### src/rtl/lfsr_rand_arbiter_if.sv
// Request/acknowledge bundle between the shared random source and its two
// consumers, plus the seed load path and the LFSR observe port.
//   req0/req1    consumer requests, held until the matching ack
//   ack0/ack1    one-cycle delivery pulses
//   rnd_out      last delivered random value
//   seed_load    load seed_val into the LFSR
//   seed_val     seed value (zero is replaced by the block's SEED)
//   lfsr_state   current LFSR contents
interface lfsr_rand_arbiter_if;
   logic       req0;
   logic       req1;
   logic       ack0;
   logic       ack1;
   logic [4:0] rnd_out;
   logic       seed_load;
   logic [4:0] seed_val;
   logic [4:0] lfsr_state;

   modport master (
      output req0, req1, seed_load, seed_val,
      input  ack0, ack1, rnd_out, lfsr_state
   );

   modport slave (
      input  req0, req1, seed_load, seed_val,
      output ack0, ack1, rnd_out, lfsr_state
   );
endinterface

### src/rtl/lfsr_rand_arbiter.sv
// Shares one 5-bit maximal-length LFSR between two requesters. Each served
// request steps the LFSR once and delivers the new value on rnd_out with an
// ack pulse; requesters are arbitrated round-robin. With TICK_DIV > 0 the
// LFSR also free-runs one step every TICK_DIV cycles while nothing is served.
//   clk   system clock
//   rst   synchronous active-high reset
//   bus   lfsr_rand_arbiter_if.slave (req/ack, rnd_out, seed load, observe)
//
// state | meaning
// IDLE  | waiting for a request; free-run ticks may step the LFSR
// STEP  | request granted, LFSR steps this edge and ack is raised
// ACK   | ack pulse visible for the granted requester
module lfsr_rand_arbiter #(
   parameter int unsigned TICK_DIV = 5,
   parameter logic [4:0]  SEED     = 5'h08
) (
   input logic                clk,
   input logic                rst,
   lfsr_rand_arbiter_if.slave bus
);

   localparam int unsigned CW = (TICK_DIV > 1) ? $clog2(TICK_DIV) : 1;
   localparam logic [CW-1:0] TICK_LOAD = (TICK_DIV != 0) ? CW'(TICK_DIV - 1) : '0;

   typedef enum logic [1:0] {
      IDLE = 2'd0,
      STEP = 2'd1,
      ACK  = 2'd2
   } state_t;

   state_t        state;
   logic [4:0]    lfsr;
   logic [4:0]    rnd_q;
   logic          ack0_q;
   logic          ack1_q;
   // Id of the most recently granted requester; also selects who is acked.
   logic          last_grant;
   // Down-counter; the free-run tick fires when it reaches zero.
   logic [CW-1:0] tick_cnt;

   logic       tick_fire;
   logic       any_req;
   logic       grant_id;
   logic [4:0] seed_eff;
   logic [4:0] lfsr_next;

   assign lfsr_next = {lfsr[0] ^ lfsr[2], lfsr[4:1]};
   assign tick_fire = (TICK_DIV != 0) && (tick_cnt == '0);
   assign any_req   = bus.req0 | bus.req1;
   // Contention goes to whoever was not served last.
   assign grant_id  = (bus.req0 && bus.req1) ? ~last_grant : bus.req1;
   // An all-zero seed would lock the LFSR up, so substitute the default.
   assign seed_eff  = (bus.seed_val == 5'h00) ? SEED : bus.seed_val;

   always_ff @(posedge clk) begin
      if (rst) begin
         state      <= IDLE;
         lfsr       <= SEED;
         rnd_q      <= 5'h00;
         ack0_q     <= 1'b0;
         ack1_q     <= 1'b0;
         last_grant <= 1'b1;
         tick_cnt   <= TICK_LOAD;
      end else begin
         ack0_q <= 1'b0;
         ack1_q <= 1'b0;

         if (bus.seed_load || tick_cnt == '0) begin
            tick_cnt <= TICK_LOAD;
         end else begin
            tick_cnt <= tick_cnt - CW'(1);
         end

         if (bus.seed_load) begin
            // Aborts any transaction in flight without an ack.
            lfsr  <= seed_eff;
            state <= IDLE;
         end else begin
            case (state)
               IDLE: begin
                  if (any_req) begin
                     last_grant <= grant_id;
                     state      <= STEP;
                  end else if (tick_fire) begin
                     lfsr <= lfsr_next;
                  end
               end
               STEP: begin
                  lfsr   <= lfsr_next;
                  rnd_q  <= lfsr_next;
                  ack0_q <= ~last_grant;
                  ack1_q <= last_grant;
                  state  <= ACK;
               end
               ACK: begin
                  state <= IDLE;
               end
               default: begin
                  state <= IDLE;
               end
            endcase
         end
      end
   end

   assign bus.ack0       = ack0_q;
   assign bus.ack1       = ack1_q;
   assign bus.rnd_out    = rnd_q;
   assign bus.lfsr_state = lfsr;

endmodule

### src/flat_wrapper.sv
// flat-port wrapper written by rule: the top's interface ports become plain ports
module lfsr_rand_arbiter_flat 
#(
   parameter int unsigned TICK_DIV = 5,
   parameter logic [4:0]  SEED     = 5'h08
)
  (clk, rst, bus_req0, bus_req1, bus_seed_load, bus_seed_val, bus_ack0, bus_ack1, bus_rnd_out, bus_lfsr_state);
  lfsr_rand_arbiter_if bus_i ();
  input logic clk;
  input logic rst;
  input wire logic [$bits(bus_i.req0)-1:0] bus_req0;
  input wire logic [$bits(bus_i.req1)-1:0] bus_req1;
  input wire logic [$bits(bus_i.seed_load)-1:0] bus_seed_load;
  input wire logic [$bits(bus_i.seed_val)-1:0] bus_seed_val;
  output wire logic [$bits(bus_i.ack0)-1:0] bus_ack0;
  output wire logic [$bits(bus_i.ack1)-1:0] bus_ack1;
  output wire logic [$bits(bus_i.rnd_out)-1:0] bus_rnd_out;
  output wire logic [$bits(bus_i.lfsr_state)-1:0] bus_lfsr_state;
  assign bus_i.req0 = bus_req0;
  assign bus_i.req1 = bus_req1;
  assign bus_i.seed_load = bus_seed_load;
  assign bus_i.seed_val = bus_seed_val;
  assign bus_ack0 = bus_i.ack0;
  assign bus_ack1 = bus_i.ack1;
  assign bus_rnd_out = bus_i.rnd_out;
  assign bus_lfsr_state = bus_i.lfsr_state;
  lfsr_rand_arbiter #(.TICK_DIV(TICK_DIV), .SEED(SEED)) u_core (.clk(clk), .rst(rst), .bus(bus_i));
endmodule
### config.mk
export PLATFORM = sky130hd
export DESIGN_NAME = lfsr_rand_arbiter_flat
export DESIGN_NICKNAME = d
export VERILOG_FILES = /design/src/rtl/lfsr_rand_arbiter_if.sv /design/src/rtl/lfsr_rand_arbiter.sv /design/src/flat_wrapper.sv
export SDC_FILE = /design/constraint.sdc
export NUM_CORES = 1
export LEC_CHECK = 0
export CAP_MARGIN = 20
export CORE_MARGIN = 10
export CORE_UTILIZATION = 46
export CTS_CLUSTER_DIAMETER = 120
export DETAILED_ROUTE_END_ITERATION = 16
export PLACE_DENSITY = 0.76
export SYNTH_ARGS = -nofsm -noshare
export SYNTH_HDL_FRONTEND = slang
export SYNTH_SLANG_ARGS = --single-unit
### constraint.sdc
create_clock -name clk -period 1.8 [get_ports clk]
set_input_delay 0.36 -clock clk [delete_from_list [all_inputs] [get_ports clk]]
set_output_delay 0.36 -clock clk [all_outputs]
set_load 0.005 [all_outputs]
Word level (Yosys, flattened, before mapping). Index checks and enable logic that the tools add are counted.

Multiplexer cells: 8. Equality and inequality tests: 4. Reduce and logical (&&, ||, !) cells: 12. Bitwise logic cells: 5. $add $sub $neg: 1.

Operators with widths (number): 5-bit two-way mux (4); 5-bit one-hot mux with 2 select lines (1); 3-bit AND reduction (2); 5-bit zero test (1); 2-bit one-hot mux with 2 select lines (1); 2-bit OR reduction (2); 3-bit zero test (1); 3-bit by 2-bit != test with 1-bit output, second input constant (1); 3-bit != test, second input constant (1); 1-bit NOT (3); 3-bit nonzero test (1); 3-bit OR reduction (1); 3-bit by 1-bit subtractor with 3-bit output, second input constant (1); 2-bit by 1-bit equality test with 1-bit output, second input constant (1); 2-bit zero test (1); 2-bit two-way mux (1); 2-bit by 1-bit != test with 1-bit output, second input constant (1); 2-bit AND reduction (1); 1-bit logical AND (1); 1-bit logical OR (1); 1-bit two-way mux (1); 1-bit bitwise OR (1); 1-bit bitwise XOR (1).

Logic and storage cells: 37. Register bits: 18.

Logic depth before layout (Yosys ltp). Gate-level depths: netlist of the first run.

Depth after elaboration: 5. Gate-level depth with buffers: 6.

Worst setup path before layout of the first run. No wires, ideal clock.

Path type: register to register. Start: register u_core.tick_cnt[0]. End: register u_core.lfsr[3], in the netlist u_core.bus.lfsr_state[3]. Slack: 0.293 ns. Required time: 1.679 ns. Buffers on the path: 0. Cell stages (with the launch flop): 7. Library setup time: 0.121 ns. Arrival time: 1.385 ns. Cells stage by stage: dfxtp_1 inv_1 ha_1 ha_1 or4b_4 a41oi_2 o21ai_1.

Cells in the longest elaborated chain, start to end: 3.

RTL lines: from (decl) (line lfsr_rand_arbiter.sv:39) `logic [CW-1:0] tick_cnt;`; from (signal assigned) (line lfsr_rand_arbiter.sv:71) `tick_cnt <= tick_cnt - CW'(1);`; 3-bit zero test (line lfsr_rand_arbiter.sv:48) `assign tick_fire = (TICK_DIV != 0) && (tick_cnt == '0);`; 3-bit by 2-bit != test with 1-bit output (no source line); 3-bit AND reduction (no source line); to (signal assigned) (line lfsr_rand_arbiter.sv:85) `lfsr <= lfsr_next;`; to (signal assigned) (line lfsr_rand_arbiter.sv:89) `lfsr <= lfsr_next;`; to (decl) (line lfsr_rand_arbiter.sv:32) `logic [4:0] lfsr;`.

Every way passes these cells. A chain may end at the register's enable or synchronous reset.

Final worst setup path of the first run.
Start: register u_core.lfsr[2], in the netlist u_core.bus.lfsr_state[2]. End: output port bus_lfsr_state[2].

RTL lines: to (decl) (line flat_wrapper.sv:18) `output wire logic [$bits(bus_i.lfsr_state)-1:0] bus_lfsr_state;`.

No word-level cell between the ends.

==> impl_metrics.toml, run 1 <==
[worst_setup_path]
worst_path_max_delay_cell = "clkdlybuf4s50_1"
r2r-start = "u_core.tick_cnt[0]"
r2r_slack_ns = 0.18
crit_chain = "clkdlybuf4s50_1"
path_buf_inv = 1
arrival_ns = 1.30
r2r-end = "u_core.bus.lfsr_state[3]"
reg2reg_depth = 6
critPathMaxStageDelay_ns = 0.55
crit_type = "flip-flop to primary output"
startpoint = "u_core.bus.lfsr_state[2]"
crit_family = "buffers and inverters"
critPathRequiredTime_ns = 1.44
critPathMaxFanout = 5
critPathCaptureType = "primary output"
cp-start-kind = "flip-flop"

[power_and_ir_drop]
vdd_drop_max_mv = 0.430
switching_share_pct = 25.6
clkPwrFrac_pct = 24.9
finalPower_mw = 0.790
seq_power_share_pct = 56.1
power_switching_mw = 0.203
cell_internal_pwr_mw = 0.587
p_comb_share_pct = 19.0
p_leak_nw = 0.428
powerDensity_nw_per_um2 = 725

[global_route]
grt-ovfl-total = 0
grt_use_total_pct = 9.85
grt_pass1_vias = 682
grt_pass1_wl_mm = 3.17
antenna_found_initial = 0
grt_max_degree = 16

[worst_hold_path]
whs_endpoint = "u_core.tick_cnt[0]"
min_path_type = "flip-flop to flip-flop"
min_path_cells = 1
min_from = "u_core.tick_cnt[0]"

[sta]
rsz0062_at_grt = "false"
holdWs_ns = 0.423
hold_violations = 0
final.setup.worst_slack_ns = 0.137
fin_crit_ns = 1.66
finalSetupTns_ns = 0
tightest_slew_ns = 0.330
max_freq_ghz = 0.601
final.period_utilization_pct = 92.4
slew_headroom_pct = 77.9
setup_viol = 0
slew_viol_final = 0
final.setup_skew_ns = 0.00171

[clocking]
clock-root-buffer = "clkbuf_4"
h-tree-depth = 1
clock_latency_ns = 0.29
post_cts_resized = 0
clkSlewWorstSetupHoldPaths_ns = 0.10
cts_buffer_depth = 2
postCtsSetupRepairBufs = 0
cts_made_buffers = 3
clock-sinks = 18
holdBufCountCts = 0
cts_tree = "yes"

[detailed_routing]
drt_iter0_markers = 10
dr.pass1.iters = 3
routed_wl_mm = 1.85
viasPerCell = 5.08
vias = 665
drc = 0
drtAntennaViolNets = 0
wl_per_cell_um = 14.1

[final_layout]
diodes = 0
syn2layout_area_growth_pct = 30.2
nNetsFinal = 120
utilization_pct = 63.1
final_cells = 131
drive_gt1_share_pct = 17.0
design_area_um2 = 1090

[floorplanning]
ioPinCount = 22
die_area_um2 = 3930
die_h_um = 62.7
rows = 15
start_util_pct = 48.5
core_um2 = 1730
die_w_um = 62.7

[logic_synthesis]
synth_cells = 83
synth-edff-count = 0
synth_area_um2 = 837
synth_area_leaders = "dfxtp_1 (43%), mux2i_1 (8.4%), nor4_1 (5.2%)"
dominantRegCellSynth = "dfxtp_1"
synth-seq-cells = 18
yosysMostFrequentCell = "dfxtp_1"
avgSynthCellArea_um2 = 10.1
async_reset_ff_share_pct = 0
synth_common_cells = "dfxtp_1 (18), mux2i_1 (7), nor2_1 (7), nor4_1 (7), inv_1 (5)"
synthesis.nets = 95
synth.top_cell.area_share_pct = 43.0
yosysSeqAreaShare_pct = 43.0
ys_warn_count = 0
synth_cell_type_count = 28
yosys.area.top_type = "dfxtp_1"

[placement]
port_buffers = 21
dp_slack_ns = 0.0776
placed_cells = 128
hpwlAfterDp_mm = 1.48
place_area_um2 = 1070
finalWeightedCongestion = 0.732

[job]
maxCapViolCount = 0

[outcome]
run_status = "finished clean"
[sequential cells by signal, summed over array words and instances, names as in the netlist]
name                   count
u_core.bus.ack0            1
u_core.state               2
u_core.bus.ack1            1
u_core.tick_cnt            3
u_core.bus.rnd_out         5
u_core.bus.lfsr_state      5
u_core.last_grant          1
[metal layers]
| layer | GRT usage (%) | vias to the layer above | wire length [um] |
|---|---|---|---|
| met5 | 0 | - | 0 |
| met4 | 4.19 | 0 | 38 |
| met3 | 3.58 | 5 | 99 |
| met2 | 16.2 | 12 | 890 |
| met1 | 11.2 | 305 | 822 |
| li1 | - | 343 | - |
[power by group through the flow]
stage | Clock, mW | Combinational (mW) | Sequential [mW]
6_report | 0.197 | 0.150 | 0.443
5_1_grt | 0.223 | 0.168 | 0.446
4_1_cts | 0.201 | 0.152 | 0.443
3_5_place_dp | 0 | 0.151 | 0.452
3_3_place_gp | 0 | 0.148 | 0.452
2_1_floorplan | 0 | 0.0910 | 0.446
[logic make-up after synthesis]
| family | Yosys count | share of synthesized area, % |
|---|---|---|
| flip-flops | 18 | 43.0 |
| multiplexers | 7 | 8.37 |
| XOR/XNOR | 1 | 1.05 |
| adder cells (fa/ha/maj) | 2 | 2.99 |
| buffers and inverters | 12 | 8.97 |
| AND/OR/NAND/NOR | 31 | 24.7 |
| AO/OA/AOI/OAI | 12 | 10.9 |
[worst max-delay path by stage]
stage / to / slack [ns] / depth (start not counted)
2_1_floorplan: u_core.bus.lfsr_state[3] / 0.29 / 6
3_3_place_gp: u_core.bus.lfsr_state[4] / 0.09 / 5
3_5_place_dp: u_core.bus.lfsr_state[3] / 0.08 / 4
4_1_cts: bus_lfsr_state[2] / 0.13 / 1
5_1_grt: u_core.bus.lfsr_state[3] / 0.06 / 6
6_report: bus_lfsr_state[2] / 0.14 / 1
[placed cells by master (no fill, tap or decap), types with 2 or more instances in the layout]
cell type        Yosys  final
clkdlybuf4s50_1      0     21
dfxtp_1             18     18
nor2_1               7      7
nor4_1               7      7
mux2i_1              7      7
buf_4                4      6
inv_1                5      5
nor3_1               4      4
a211oi_1             4      4
nand2_1              3      3
clkbuf_4             0      3
and3_1               2      2
or2b_2               2      2
o21ai_0              2      2
ha_1                 2      2
[layout make-up]
cell class	instances	area, um2
inverters	5	18.8
clock buffers	3	22.5
fillers	156	637
repair buffers	27	255
flip-flops and latches	18	360
well taps	25	31.3
multi-input cells	53	402
(Power assumes the default switching activity.)
==> run 2: changes to the inputs <==
--- a/config.mk
+++ b/config.mk
@@ -7,10 +7,11 @@
 export LEC_CHECK = 0
 export CAP_MARGIN = 20
 export CORE_MARGIN = 10
-export CORE_UTILIZATION = 46
+export CORE_UTILIZATION = 50
 export CTS_CLUSTER_DIAMETER = 120
 export DETAILED_ROUTE_END_ITERATION = 16
-export PLACE_DENSITY = 0.76
+export GPL_TIMING_DRIVEN = 1
+export PLACE_DENSITY = 0.78
 export SYNTH_ARGS = -nofsm -noshare
 export SYNTH_HDL_FRONTEND = slang
 export SYNTH_SLANG_ARGS = --single-unit
==> constraint.sdc (replaced) <==
create_clock -name clk -period 1.95 [get_ports clk]
set_input_delay 0.39 -clock clk [delete_from_list [all_inputs] [get_ports clk]]
set_output_delay 0.39 -clock clk [all_outputs]
set_load 0.005 [all_outputs]
==> impl_metrics.toml, run 2 (synthesis results as in run 1) <==
[outcome]
run_status = "finished clean"

[power_and_ir_drop]
finalPower_mw = 0.725
vdd_drop_max_mv = 0.489
p_leak_nw = 0.414
powerDensity_nw_per_um2 = 687

[worst_setup_path]
worst_path_max_delay_cell = "clkdlybuf4s50_1"
path_buf_inv = 1
critPathCaptureType = "primary output"
crit_type = "flip-flop to primary output"
arrival_ns = 1.27
critPathMaxFanout = 5
critPathMaxStageDelay_ns = 0.54
r2r_slack_ns = 0.33
critPathRequiredTime_ns = 1.56
r2r-end = "u_core.bus.lfsr_state[3]"
crit_family = "buffers and inverters"
crit_chain = "clkdlybuf4s50_1"
reg2reg_depth = 6
r2r-start = "u_core.tick_cnt[0]"
cp-start-kind = "flip-flop"

[floorplanning]
core_um2 = 1540
die_h_um = 60.9
ioPinCount = 22
rows = 14
start_util_pct = 54.3
die_area_um2 = 3710
die_w_um = 60.9

[sta]
finalSetupTns_ns = 0
hold_violations = 0
max_freq_ghz = 0.603
slew_headroom_pct = 76.4
slew_viol_final = 0
fin_crit_ns = 1.66
rsz0062_at_grt = "false"
setup_viol = 0
final.setup.worst_slack_ns = 0.291
tightest_slew_ns = 0.353
final.setup_skew_ns = 0.00321
holdWs_ns = 0.429
final.period_utilization_pct = 85.1

[detailed_routing]
drt_iter0_markers = 18
vias = 654
dr.pass1.iters = 4
viasPerCell = 5.50
drc = 0
wl_per_cell_um = 14.8
routed_wl_mm = 1.77
drtAntennaViolNets = 0

[global_route]
grt_use_total_pct = 10.5
grt_pass1_vias = 636
antenna_found_initial = 0
grt_pass1_wl_mm = 2.95
grt-ovfl-total = 0
grt_max_degree = 14

[clocking]
clock-sinks = 18
cts_buffer_depth = 2
clock-root-buffer = "clkbuf_4"
clock_latency_ns = 0.29
holdBufCountCts = 0
h-tree-depth = 1
cts_made_buffers = 3
clkSlewWorstSetupHoldPaths_ns = 0.09
cts_tree = "yes"
post_cts_resized = 0
postCtsSetupRepairBufs = 0

[worst_hold_path]
min_path_cells = 1
min_path_type = "flip-flop to flip-flop"
min_from = "u_core.tick_cnt[0]"
whs_endpoint = "u_core.tick_cnt[0]"

[final_layout]
fillers = 136
final_cell_mix = "clkdlybuf4s50_1 (21), dfxtp_1 (18), nor2_1 (7), nor4_1 (7), mux2i_1 (7)"
syn2layout_area_growth_pct = 26.2
diodes = 0
design_area_um2 = 1060
final_common_cell = "clkdlybuf4s50_1"
drive_gt1_share_pct = 14.6
utilization_pct = 68.5
nNetsFinal = 117
final_cells = 119
multi_input_area_um2 = 402
ff_latch_area_um2 = 360

[job]
maxCapViolCount = 0

[placement]
placed_cells = 116
finalWeightedCongestion = 0.745
dp_slack_ns = 0.103
hpwlAfterDp_mm = 1.38
port_buffers = 21
place_area_um2 = 1030
run 2: cell type report:
cell class                 count  share of cell area, %
tap                           16                   1.90
clock buffer                   3                   2.13
sequential                    18                   34.1
multi-input combinational     53                   38.0
timing repair buffer          24                   22.0
inverter                       5                   1.78
run 2: power by group:
group          internal (mW)  switching (mW)  leakage [nW]
combinational         0.0776          0.0559         0.252
clock                 0.0720           0.112        0.0138
sequential             0.389          0.0188         0.148
run 2: routing by layer:
metal  up-vias  global-route usage [%]  wire (um)
li1        337                       -          -
met1       299                    13.1        754
met2        16                    14.7        836
met3         2                    5.64        168
met4         0                    3.76          8
met5         -                       0          0
run 2: how the worst max path moves through the flow:
stage	to	cells past startpoint	start	slack, ns
final	bus_lfsr_state[2]	1	u_core.bus.lfsr_state[2]	0.29
after global routing	bus_lfsr_state[2]	1	u_core.bus.lfsr_state[2]	0.23
after CTS	bus_lfsr_state[2]	1	u_core.bus.lfsr_state[2]	0.28
after detailed placement	u_core.bus.lfsr_state[3]	4	bus_req1	0.10
after global placement	u_core.bus.lfsr_state[3]	4	bus_req1	0.14
after floorplan	u_core.bus.lfsr_state[3]	6	u_core.tick_cnt[0]	0.44
